File: src/rtl/calculator_core.sv
// Unsigned 16-bit arithmetic engine for the VGA calculator display stage.
// Add/sub finish in one cycle; multiply (shift-add) and divide (restoring) take 16 cycles.
module calculator_core #(
    parameter int               WIDTH    = 16,
    parameter logic [WIDTH-1:0] DIV0_VAL = 16'hFFFF
) (
    input  logic             clk,
    input  logic             rst,
    input  logic [WIDTH-1:0] sw,
    input  logic             load_a,
    input  logic             load_b,
    input  logic [1:0]       op,
    input  logic             go,
    input  logic             clear,
    output logic [WIDTH-1:0] A,
    output logic [WIDTH-1:0] B,
    output logic [WIDTH-1:0] C,
    output logic             flag,
    output logic             busy,
    output logic             done
);

    localparam int CW = $clog2(WIDTH);
    localparam logic [CW-1:0] LAST_ITER = CW'(WIDTH - 1);

    typedef enum logic [1:0] {
        S_IDLE = 2'd0,
        S_MUL  = 2'd1,
        S_DIV  = 2'd2
    } state_t;

    state_t             r_state;
    logic [WIDTH-1:0]   r_a;
    logic [WIDTH-1:0]   r_b;
    logic [WIDTH-1:0]   r_c;
    logic               r_flag;
    logic               r_busy;
    logic               r_done;
    logic [CW-1:0]      r_cnt;

    // Iteration state: multiplicand shifts left, multiplier shifts right.
    logic [2*WIDTH-1:0] r_mcand;
    logic [WIDTH-1:0]   r_mplier;
    logic [2*WIDTH-1:0] r_acc;

    // Dividend shifts out MSB first through r_quo while quotient bits shift in.
    logic [WIDTH-1:0]   r_quo;
    logic [WIDTH:0]     r_rem;
    logic [WIDTH-1:0]   r_dvsr;

    logic [WIDTH:0]     w_sum;
    logic [WIDTH-1:0]   w_diff;
    logic [2*WIDTH-1:0] w_acc_nxt;
    logic [WIDTH+1:0]   w_rem_sh;
    logic [WIDTH+1:0]   w_trial;
    logic               w_ge;
    logic [WIDTH-1:0]   w_quo_nxt;

    assign w_sum     = {1'b0, r_a} + {1'b0, r_b};
    assign w_diff    = r_a - r_b;
    assign w_acc_nxt = r_acc + (r_mplier[0] ? r_mcand : '0);
    assign w_rem_sh  = {r_rem, r_quo[WIDTH-1]};
    assign w_trial   = w_rem_sh - {2'b00, r_dvsr};
    assign w_ge      = ~w_trial[WIDTH+1];
    assign w_quo_nxt = {r_quo[WIDTH-2:0], w_ge};

    always_ff @(posedge clk or negedge rst) begin
        if (!rst) begin
            r_state  <= S_IDLE;
            r_a      <= '0;
            r_b      <= '0;
            r_c      <= '0;
            r_flag   <= 1'b0;
            r_busy   <= 1'b0;
            r_done   <= 1'b0;
            r_cnt    <= '0;
            r_mcand  <= '0;
            r_mplier <= '0;
            r_acc    <= '0;
            r_quo    <= '0;
            r_rem    <= '0;
            r_dvsr   <= '0;
        end else if (clear) begin
            r_state  <= S_IDLE;
            r_a      <= '0;
            r_b      <= '0;
            r_c      <= '0;
            r_flag   <= 1'b0;
            r_busy   <= 1'b0;
            r_done   <= 1'b0;
            r_cnt    <= '0;
            r_mcand  <= '0;
            r_mplier <= '0;
            r_acc    <= '0;
            r_quo    <= '0;
            r_rem    <= '0;
            r_dvsr   <= '0;
        end else begin
            r_done <= 1'b0;
            case (r_state)
                S_IDLE: begin
                    // Loads land alongside go, but go computes on the pre-edge A/B.
                    if (load_a) r_a <= sw;
                    if (load_b) r_b <= sw;
                    if (go) begin
                        case (op)
                            2'd0: begin
                                r_c    <= w_sum[WIDTH-1:0];
                                r_flag <= w_sum[WIDTH];
                                r_done <= 1'b1;
                            end
                            2'd1: begin
                                r_c    <= w_diff;
                                r_flag <= (r_b > r_a);
                                r_done <= 1'b1;
                            end
                            2'd2: begin
                                r_mcand  <= {{WIDTH{1'b0}}, r_a};
                                r_mplier <= r_b;
                                r_acc    <= '0;
                                r_cnt    <= '0;
                                r_busy   <= 1'b1;
                                r_state  <= S_MUL;
                            end
                            default: begin
                                if (r_b == '0) begin
                                    r_c    <= DIV0_VAL;
                                    r_flag <= 1'b1;
                                    r_done <= 1'b1;
                                end else begin
                                    r_quo   <= r_a;
                                    r_dvsr  <= r_b;
                                    r_rem   <= '0;
                                    r_cnt   <= '0;
                                    r_busy  <= 1'b1;
                                    r_state <= S_DIV;
                                end
                            end
                        endcase
                    end
                end
                S_MUL: begin
                    r_acc    <= w_acc_nxt;
                    r_mcand  <= {r_mcand[2*WIDTH-2:0], 1'b0};
                    r_mplier <= {1'b0, r_mplier[WIDTH-1:1]};
                    r_cnt    <= r_cnt + 1'b1;
                    if (r_cnt == LAST_ITER) begin
                        r_c     <= w_acc_nxt[WIDTH-1:0];
                        r_flag  <= |w_acc_nxt[2*WIDTH-1:WIDTH];
                        r_busy  <= 1'b0;
                        r_done  <= 1'b1;
                        r_state <= S_IDLE;
                    end
                end
                S_DIV: begin
                    r_rem <= w_ge ? w_trial[WIDTH:0] : w_rem_sh[WIDTH:0];
                    r_quo <= w_quo_nxt;
                    r_cnt <= r_cnt + 1'b1;
                    if (r_cnt == LAST_ITER) begin
                        r_c     <= w_quo_nxt;
                        r_flag  <= 1'b0;
                        r_busy  <= 1'b0;
                        r_done  <= 1'b1;
                        r_state <= S_IDLE;
                    end
                end
                default: begin
                    r_state <= S_IDLE;
                    r_busy  <= 1'b0;
                end
            endcase
        end
    end

    assign A    = r_a;
    assign B    = r_b;
    assign C    = r_c;
    assign flag = r_flag;
    assign busy = r_busy;
    assign done = r_done;

endmodule

File: config.mk
export PLATFORM = sky130hd
export DESIGN_NAME = calculator_core
export DESIGN_NICKNAME = d
export VERILOG_FILES = /design/src/rtl/calculator_core.sv
export SDC_FILE = /design/constraint.sdc
export NUM_CORES = 1
export LEC_CHECK = 0
export CORE_MARGIN = 10
export CORE_UTILIZATION = 57
export CTS_CLUSTER_DIAMETER = 150
export DETAILED_ROUTE_END_ITERATION = 6
export HOLD_SLACK_MARGIN = 0.02
export PLACE_DENSITY_LB_ADDON = 0.05
export SLEW_MARGIN = 20
export SYNTH_ARGS = -nofsm -noshare
export SYNTH_HDL_FRONTEND = slang
export SYNTH_SLANG_ARGS = --single-unit
File: constraint.sdc
create_clock -name clk -period 10.65 [get_ports clk]
set_input_delay 2.13 -clock clk [delete_from_list [all_inputs] [get_ports clk]]
set_output_delay 2.13 -clock clk [all_outputs]
set_load 0.02 [all_outputs]
# After elaboration in Yosys (flattened, before gate mapping)
# Cells that the tools add are included.
# word_totals
input_bits,24
register_bits,186
elab_cells,133
output_inout_bits,51
# classes
mux,71
add_sub_neg,5
n_reduce_logical,23
eq_ne,18
order_cmp,1
n_bitwise,1
# ops
op,count
two-way mux 16 bit,23
two-way mux 32 bit,7
case mux 32 bit (2 select lines),2
case mux 16 bit (3 select lines),2
two-way mux 17 bit,5
case mux 16 bit (2 select lines),2
case mux 17 bit (2 select lines),1
adder 32 bit,1
"!= test 3 bit, second input constant",7
subtractor 18 x 16 -> 18 bit,1
adder 16 x 16 -> 17 bit,1
greater-than comparator 16 bit,1
logical NOT 16 bit,1
case mux 4 bit (2 select lines),2
AND reduction 4 bit,4
OR reduction 16 bit,1
subtractor 16 bit,1
two-way mux 1 bit,12
two-way mux 4 bit,3
nonzero test 3 bit,3
two-way mux 2 bit,4
case mux 1 bit (2 select lines),4
case mux 2 bit (2 select lines),2
nonzero test 2 bit,4
19 further kinds,25

# Depth between registers and ports, before layout
# depth
word_depth,6
mapped_depth,15
mapped_depth_nobuf,14

# Worst setup path before layout
# Ideal clock, no wire load.
# synth_path
path_type,in2reg
startpoint,input op[0]
endpoint,"register r_flag, in the netlist flag"
arrival_time_ps,4053
n_path_buf,1
setup_time_ps,141
required_ps,10509
slack_ps,6456
cell_stages,10
path_cell_list,clkbuf_1 inv_1 o21ai_1 a21o_1 a21oi_1 mux2i_1 a31oi_1 or4_1 nor4_1 a41oi_1
# synth_between
elab_chain_len,5
word_cells_on_any_way,10
classes_between,eq/ne: 4; mux: 4; reduce/logical: 2
# synth_rtl
item,line,source
start: declaration,12,"input logic [1:0] op,"
== test 2 bit (tied with other cells),106,case (op)
case mux 1 bit (3 select lines),106,
two-way mux 1 bit,105,if (go) begin
case mux 1 bit (3 select lines),100,case (r_state)
two-way mux 1 bit,83,end else if (clear) begin
end signal: assignment,109,r_flag <= w_sum[WIDTH];
end signal: assignment,114,r_flag <= (r_b > r_a);
end signal: assignment,149,r_flag <= |w_acc_nxt[2*WIDTH-1:WIDTH];
end: declaration,36,logic r_flag;
# Several ways; a longest one is shown, not always the timed one. The select of a mux whose other input is x is not followed.
# A chain may end at the register's enable or synchronous reset.

# Final worst setup path
# Same ends and word-level chain as after synthesis.

==> results.rst <==
.. list-table::
   :header-rows: 1

   * - Metric
     - Value
   * - Run status
     - finished clean
   * - Tightest slew margin relative to the limit
     - 0.287
   * - Commonest register cell after synthesis
     - sky130_fd_sc_hd__dfrtp_1
   * - Final hold violations
     - 0
   * - DRC violation count after routing
     - 0
   * - Cell count after placement
     - 1679
   * - Hold Crit Start
     - C[9]
   * - Total I/O pin count
     - 75
   * - Gates resized, CTS repair
     - 0
   * - DR WL met3
     - 2.11 mm
   * - Worst r2r path cells
     - 14
   * - Total length of routed wires
     - 33.8 mm
   * - Psw
     - 1.13 mW
   * - Internal power
     - 1.59 mW
   * - Number of buffers on the longest clock path
     - 2
   * - Mux cell area share after synthesis
     - 0.0404
   * - Finished Cell Area
     - 13700 um2
   * - Clock-pin slew reported for the worst setup and hold paths after clock tree synthesis
     - 0.07 ns
   * - Cell area power density
     - 198 nW/um2
   * - Final Critical Period
     - 5.32 ns
   * - Sequential cell area fraction in the yosys report
     - 0.380
   * - Arrival time of data at the critical path endpoint
     - 5.62 ns
   * - Capture point of the worst path
     - flag
   * - Maximum Capacitance Violations
     - 0
   * - Router iterations before antenna repair
     - 7
   * - Number of distinct library cell variants in the gate-level netlist after synthesis
     - 71
   * - First-pass GRT wire length
     - 54.4 mm
   * - Post-synth EDFFs
     - 0
   * - Post-synthesis register bit count
     - 186
   * - Routed length per instance
     - 19.7 um
   * - CP Max Fanout
     - 27
   * - Clock buffer count from CTS
     - 17
   * - Final global-route overflow total
     - 0
   * - Post-synthesis share of cell area spent on xor and xnor gates
     - 0.0372
   * - Area Overhead vs Synth
     - 12.0%
   * - Mean number of vias per cell
     - 6.17
   * - Number of nets with antenna violations after detailed routing
     - 0
   * - Path type of the worst setup path
     - in -> reg
   * - Vias after detailed routing
     - 10555
   * - Leakage dissipation
     - 6.33 nW
   * - Number of global-route vias before repair
     - 10161
   * - FP Rows
     - 53
   * - TritonCTS clock tree
     - built
   * - Class of the most critical hold timing path
     - reg -> reg
   * - Synthesized instance count
     - 1403
   * - Max frequency
     - 188 MHz
   * - Number of violations reported at the end of detailed-routing iteration 0
     - 974
   * - Worst endpoint required time
     - 10.94 ns
   * - Summed negative setup slack over all endpoints
     - 0 ns
   * - Series of cell instances along the critical path
     - clkdlybuf4s50_1 -> inv_1 -> o21ai_1 -> a21o_1 -> a21oi_2 -> nor3_1 -> a31oi_1 -> or4_1 -> nor4_1 -> a41oi_1
   * - Switching fraction of total power
     - 0.415
   * - Critical-path cell with the highest stage delay
     - sky130_fd_sc_hd__clkdlybuf4s50_1
   * - Final setup violation count
     - 0
   * - Number of standard cells in the final layout excluding fillers
     - 1710
   * - Setup slack of the most critical reg-to-reg path
     - 6.16 ns
   * - Top Layer Used
     - met4
   * - Vertical die dimension
     - 167 um
   * - Share of the clock period used by the worst path after layout
     - 0.500
   * - Overall Global Routing Usage
     - 0.236
   * - Proportion of synthesized flip-flops having asynchronous set or reset
     - 1.00
   * - Area share of and/or/nand/nor cells after synthesis
     - 0.162
   * - Number of levels in the clock H-tree
     - 4
   * - Syn_nets
     - 1515
   * - Synthesized area divided by synthesized cell count
     - 8.72 um2
   * - Antenna violations before repair
     - 0
   * - Clock sink count
     - 186
   * - Hold-fix buffers, CTS
     - 0
   * - Antenna cell count
     - 0
   * - Largest family of logic cells by synthesized area
     - compound AO/OA/AOI/OAI gates
   * - Dpl cell area
     - 13100 um2
   * - Routability-driven placement congestion ratio
     - 0.937
   * - Reg-to-reg critical path endpoint
     - flag
   * - Horizontal die dimension
     - 167 um
   * - Adder and majority cell fraction of the synthesized area
     - 0.0924
   * - Worst Clk Skew
     - 0.0115 ns
   * - Proportion of layout cells with a drive suffix above 1
     - 0.0502
   * - Starting utilization of the core area
     - 0.580
   * - Count of port buffers added during placement
     - 74
   * - Setup repair after global routing missed its margin
     - false
   * - Beginning of the worst register-to-register path
     - r_mplier[0]
   * - Half-perimeter wire length of the detailed placement result
     - 23.9 mm
   * - Critical Path Start Type
     - primary input
   * - Transition time of the tightest slew-check pin
     - 1.07 ns
   * - Clock Latency Late Sink
     - 0.43 ns
   * - Worst voltage drop across the vdd grid
     - 149 uV
   * - Met2 WL
     - 15.4 mm
   * - Worst setup EP type
     - flip-flop
   * - Largest net degree at the start of global routing
     - 115
   * - Ys Warns
     - 0
   * - Overall power consumption
     - 2.72 mW
   * - Clock network fraction of design power
     - 0.229
   * - Master cell of the clock root buffer
     - sky130_fd_sc_hd__clkbuf_16
   * - Launching instance or port of the critical path
     - op[0]
   * - Number of buffers added for setup after CTS
     - 0
   * - Share of the synthesized area in compound gates (AO/OA/AOI/OAI)
     - 0.236
   * - Post-synthesis cell area
     - 12200 um2
   * - Total number of nets in the final design
     - 1535
   * - Placeable core area
     - 21100 um2
   * - Final number of max-transition violations
     - 0
   * - Die Outline Area
     - 27700 um2
   * - M1 WL
     - 15.5 mm
   * - Delay contributed by the slowest stage of the critical path
     - 1.08 ns
   * - Sequential cell fraction of total power
     - 0.334
   * - Comb pwr share
     - 0.436
critical path: cells and delay by family:
| family | cells | cell delay [ns] |
|---|---|---|
| buffers and inverters | 2 | 1.56 |
| AND/OR/NAND/NOR | 3 | 1.03 |
| AO/OA/AOI/OAI | 5 | 0.89 |
logic make-up after synthesis:
group / count (synthesis)
buf+inv: 165
compound gates: 430
xor+xnor: 52
flops: 186
mux: 49
simple gates: 433
fa+ha+maj: 88
registers in the layout, summed over array words and instances, names as in the netlist:
| signal | count |
|---|---|
| A | 16 |
| B | 16 |
| C | 16 |
| busy | 1 |
| done | 1 |
| flag | 1 |
| r_acc | 32 |
| r_cnt | 4 |
| r_dvsr | 16 |
| r_mcand | 32 |
| r_mplier | 16 |
| r_quo | 16 |
| r_rem | 17 |
| r_state | 2 |
cell usage after synthesis (5+ instances only):
| cell type | instances | area [um2] |
|---|---|---|
| sky130_fd_sc_hd__o21ai_0 | 80 | 400 |
| sky130_fd_sc_hd__o211ai_1 | 8 | 60.1 |
| sky130_fd_sc_hd__a222oi_1 | 19 | 190 |
| sky130_fd_sc_hd__o2111ai_1 | 6 | 52.6 |
| sky130_fd_sc_hd__a31oi_1 | 18 | 113 |
| sky130_fd_sc_hd__nor2_1 | 87 | 327 |
| sky130_fd_sc_hd__a22o_1 | 37 | 324 |
| sky130_fd_sc_hd__xor2_1 | 14 | 123 |
| sky130_fd_sc_hd__nor2b_1 | 10 | 62.6 |
| sky130_fd_sc_hd__clkbuf_1 | 64 | 240 |
| sky130_fd_sc_hd__a211oi_1 | 11 | 82.6 |
| sky130_fd_sc_hd__nand3b_1 | 5 | 37.5 |
| sky130_fd_sc_hd__inv_1 | 81 | 304 |
| sky130_fd_sc_hd__dfrtp_1 | 186 | 4650 |
| sky130_fd_sc_hd__and2_1 | 33 | 206 |
| sky130_fd_sc_hd__nand4_1 | 8 | 50.1 |
| sky130_fd_sc_hd__nor4_1 | 8 | 50.1 |
| sky130_fd_sc_hd__o31ai_1 | 31 | 233 |
| sky130_fd_sc_hd__and3_1 | 12 | 75.1 |
| sky130_fd_sc_hd__nand2_1 | 198 | 743 |
| sky130_fd_sc_hd__a32o_1 | 5 | 50.1 |
| sky130_fd_sc_hd__mux2i_1 | 46 | 460 |
| sky130_fd_sc_hd__a21o_1 | 27 | 203 |
| sky130_fd_sc_hd__o21a_1 | 6 | 45.0 |
| sky130_fd_sc_hd__xnor2_1 | 38 | 333 |
| sky130_fd_sc_hd__nor3_1 | 22 | 110 |
| sky130_fd_sc_hd__o21bai_1 | 9 | 67.6 |
| sky130_fd_sc_hd__buf_1 | 15 | 56.3 |
| sky130_fd_sc_hd__a21oi_1 | 120 | 601 |
| sky130_fd_sc_hd__nand3_1 | 16 | 80.1 |
| sky130_fd_sc_hd__nand2b_1 | 12 | 75.1 |
| sky130_fd_sc_hd__o21ai_1 | 7 | 35.0 |
| sky130_fd_sc_hd__ha_1 | 84 | 1050 |
layout by cell type (no fill, tap or decap), types with 5 or more instances in the layout:
master / Yosys / final
sky130_fd_sc_hd__a211oi_1: 11 / 10
sky130_fd_sc_hd__o21ai_1: 7 / 7
sky130_fd_sc_hd__dfrtp_1: 186 / 186
sky130_fd_sc_hd__a222oi_1: 19 / 19
sky130_fd_sc_hd__a22o_1: 37 / 37
sky130_fd_sc_hd__nor4_1: 8 / 8
sky130_fd_sc_hd__clkbuf_16: 0 / 17
sky130_fd_sc_hd__nor3_1: 22 / 21
sky130_fd_sc_hd__nand2b_1: 12 / 12
sky130_fd_sc_hd__a31oi_1: 18 / 18
sky130_fd_sc_hd__mux2i_1: 46 / 46
sky130_fd_sc_hd__nor2_1: 87 / 86
sky130_fd_sc_hd__xnor2_1: 38 / 38
sky130_fd_sc_hd__buf_4: 0 / 12
sky130_fd_sc_hd__o211ai_1: 8 / 8
sky130_fd_sc_hd__clkdlybuf4s50_1: 0 / 72
sky130_fd_sc_hd__and3_1: 12 / 12
sky130_fd_sc_hd__nand3_1: 16 / 16
sky130_fd_sc_hd__a21o_1: 27 / 27
sky130_fd_sc_hd__and2_1: 33 / 33
sky130_fd_sc_hd__nor2b_1: 10 / 10
sky130_fd_sc_hd__o31ai_1: 31 / 31
sky130_fd_sc_hd__a32o_1: 5 / 5
sky130_fd_sc_hd__o21bai_1: 9 / 9
sky130_fd_sc_hd__nand4_1: 8 / 8
sky130_fd_sc_hd__a21oi_1: 120 / 118
sky130_fd_sc_hd__o2111ai_1: 6 / 6
sky130_fd_sc_hd__ha_1: 84 / 84
sky130_fd_sc_hd__nand2_1: 198 / 198
sky130_fd_sc_hd__o21a_1: 6 / 6
sky130_fd_sc_hd__o21ai_0: 80 / 80
sky130_fd_sc_hd__inv_1: 81 / 81
sky130_fd_sc_hd__xor2_1: 14 / 14
sky130_fd_sc_hd__nand3b_1: 5 / 5
worst min-delay path by stage:
stage	to	slack, ns	depth (start not counted)
2_1_floorplan	r_mplier[15]	0.44	2
5_1_grt	C[1]	0.51	1
3_5_place_dp	r_mplier[2]	0.47	2
3_3_place_gp	C[1]	0.46	1
4_1_cts	r_mplier[2]	0.48	2
6_report	C[9]	0.48	2
metal layers:
layer	track usage	up-vias
met2	0.372	328
met5	0	-
met3	0.0537	44
li1	-	5051
met1	0.319	5132
met4	0.0657	0
power by group through the flow:
stage,sequential (mW),combinational [mW],clock (mW)
floorplan,0.931,0.775,0
global placement,0.916,1.17,0
detailed placement,0.919,1.18,0
CTS,0.907,1.18,0.631
global route,0.921,1.30,0.663
finish,0.910,1.19,0.624
area by class of cell:
type	instances	area [um2]
sequential	186	4650
multi-input combinational	1052	7020
tap	275	344
clock buffer	19	443
inverter	81	304
clock inverter	12	118
timing repair buffer	85	825
fill	1806	7380
metrics by stage:
step | util | hold WS, ns | worst slack (ns)
after floorplan | - | 0.444 | 6.46
after global placement | 0.623 | 0.461 | 5.04
after detailed placement | 0.623 | 0.466 | 4.93
after CTS | 0.650 | 0.482 | 5.37
after global routing | 0.650 | 0.513 | 5.09
final | 0.650 | 0.480 | 5.33
(Power assumes the default switching activity.)
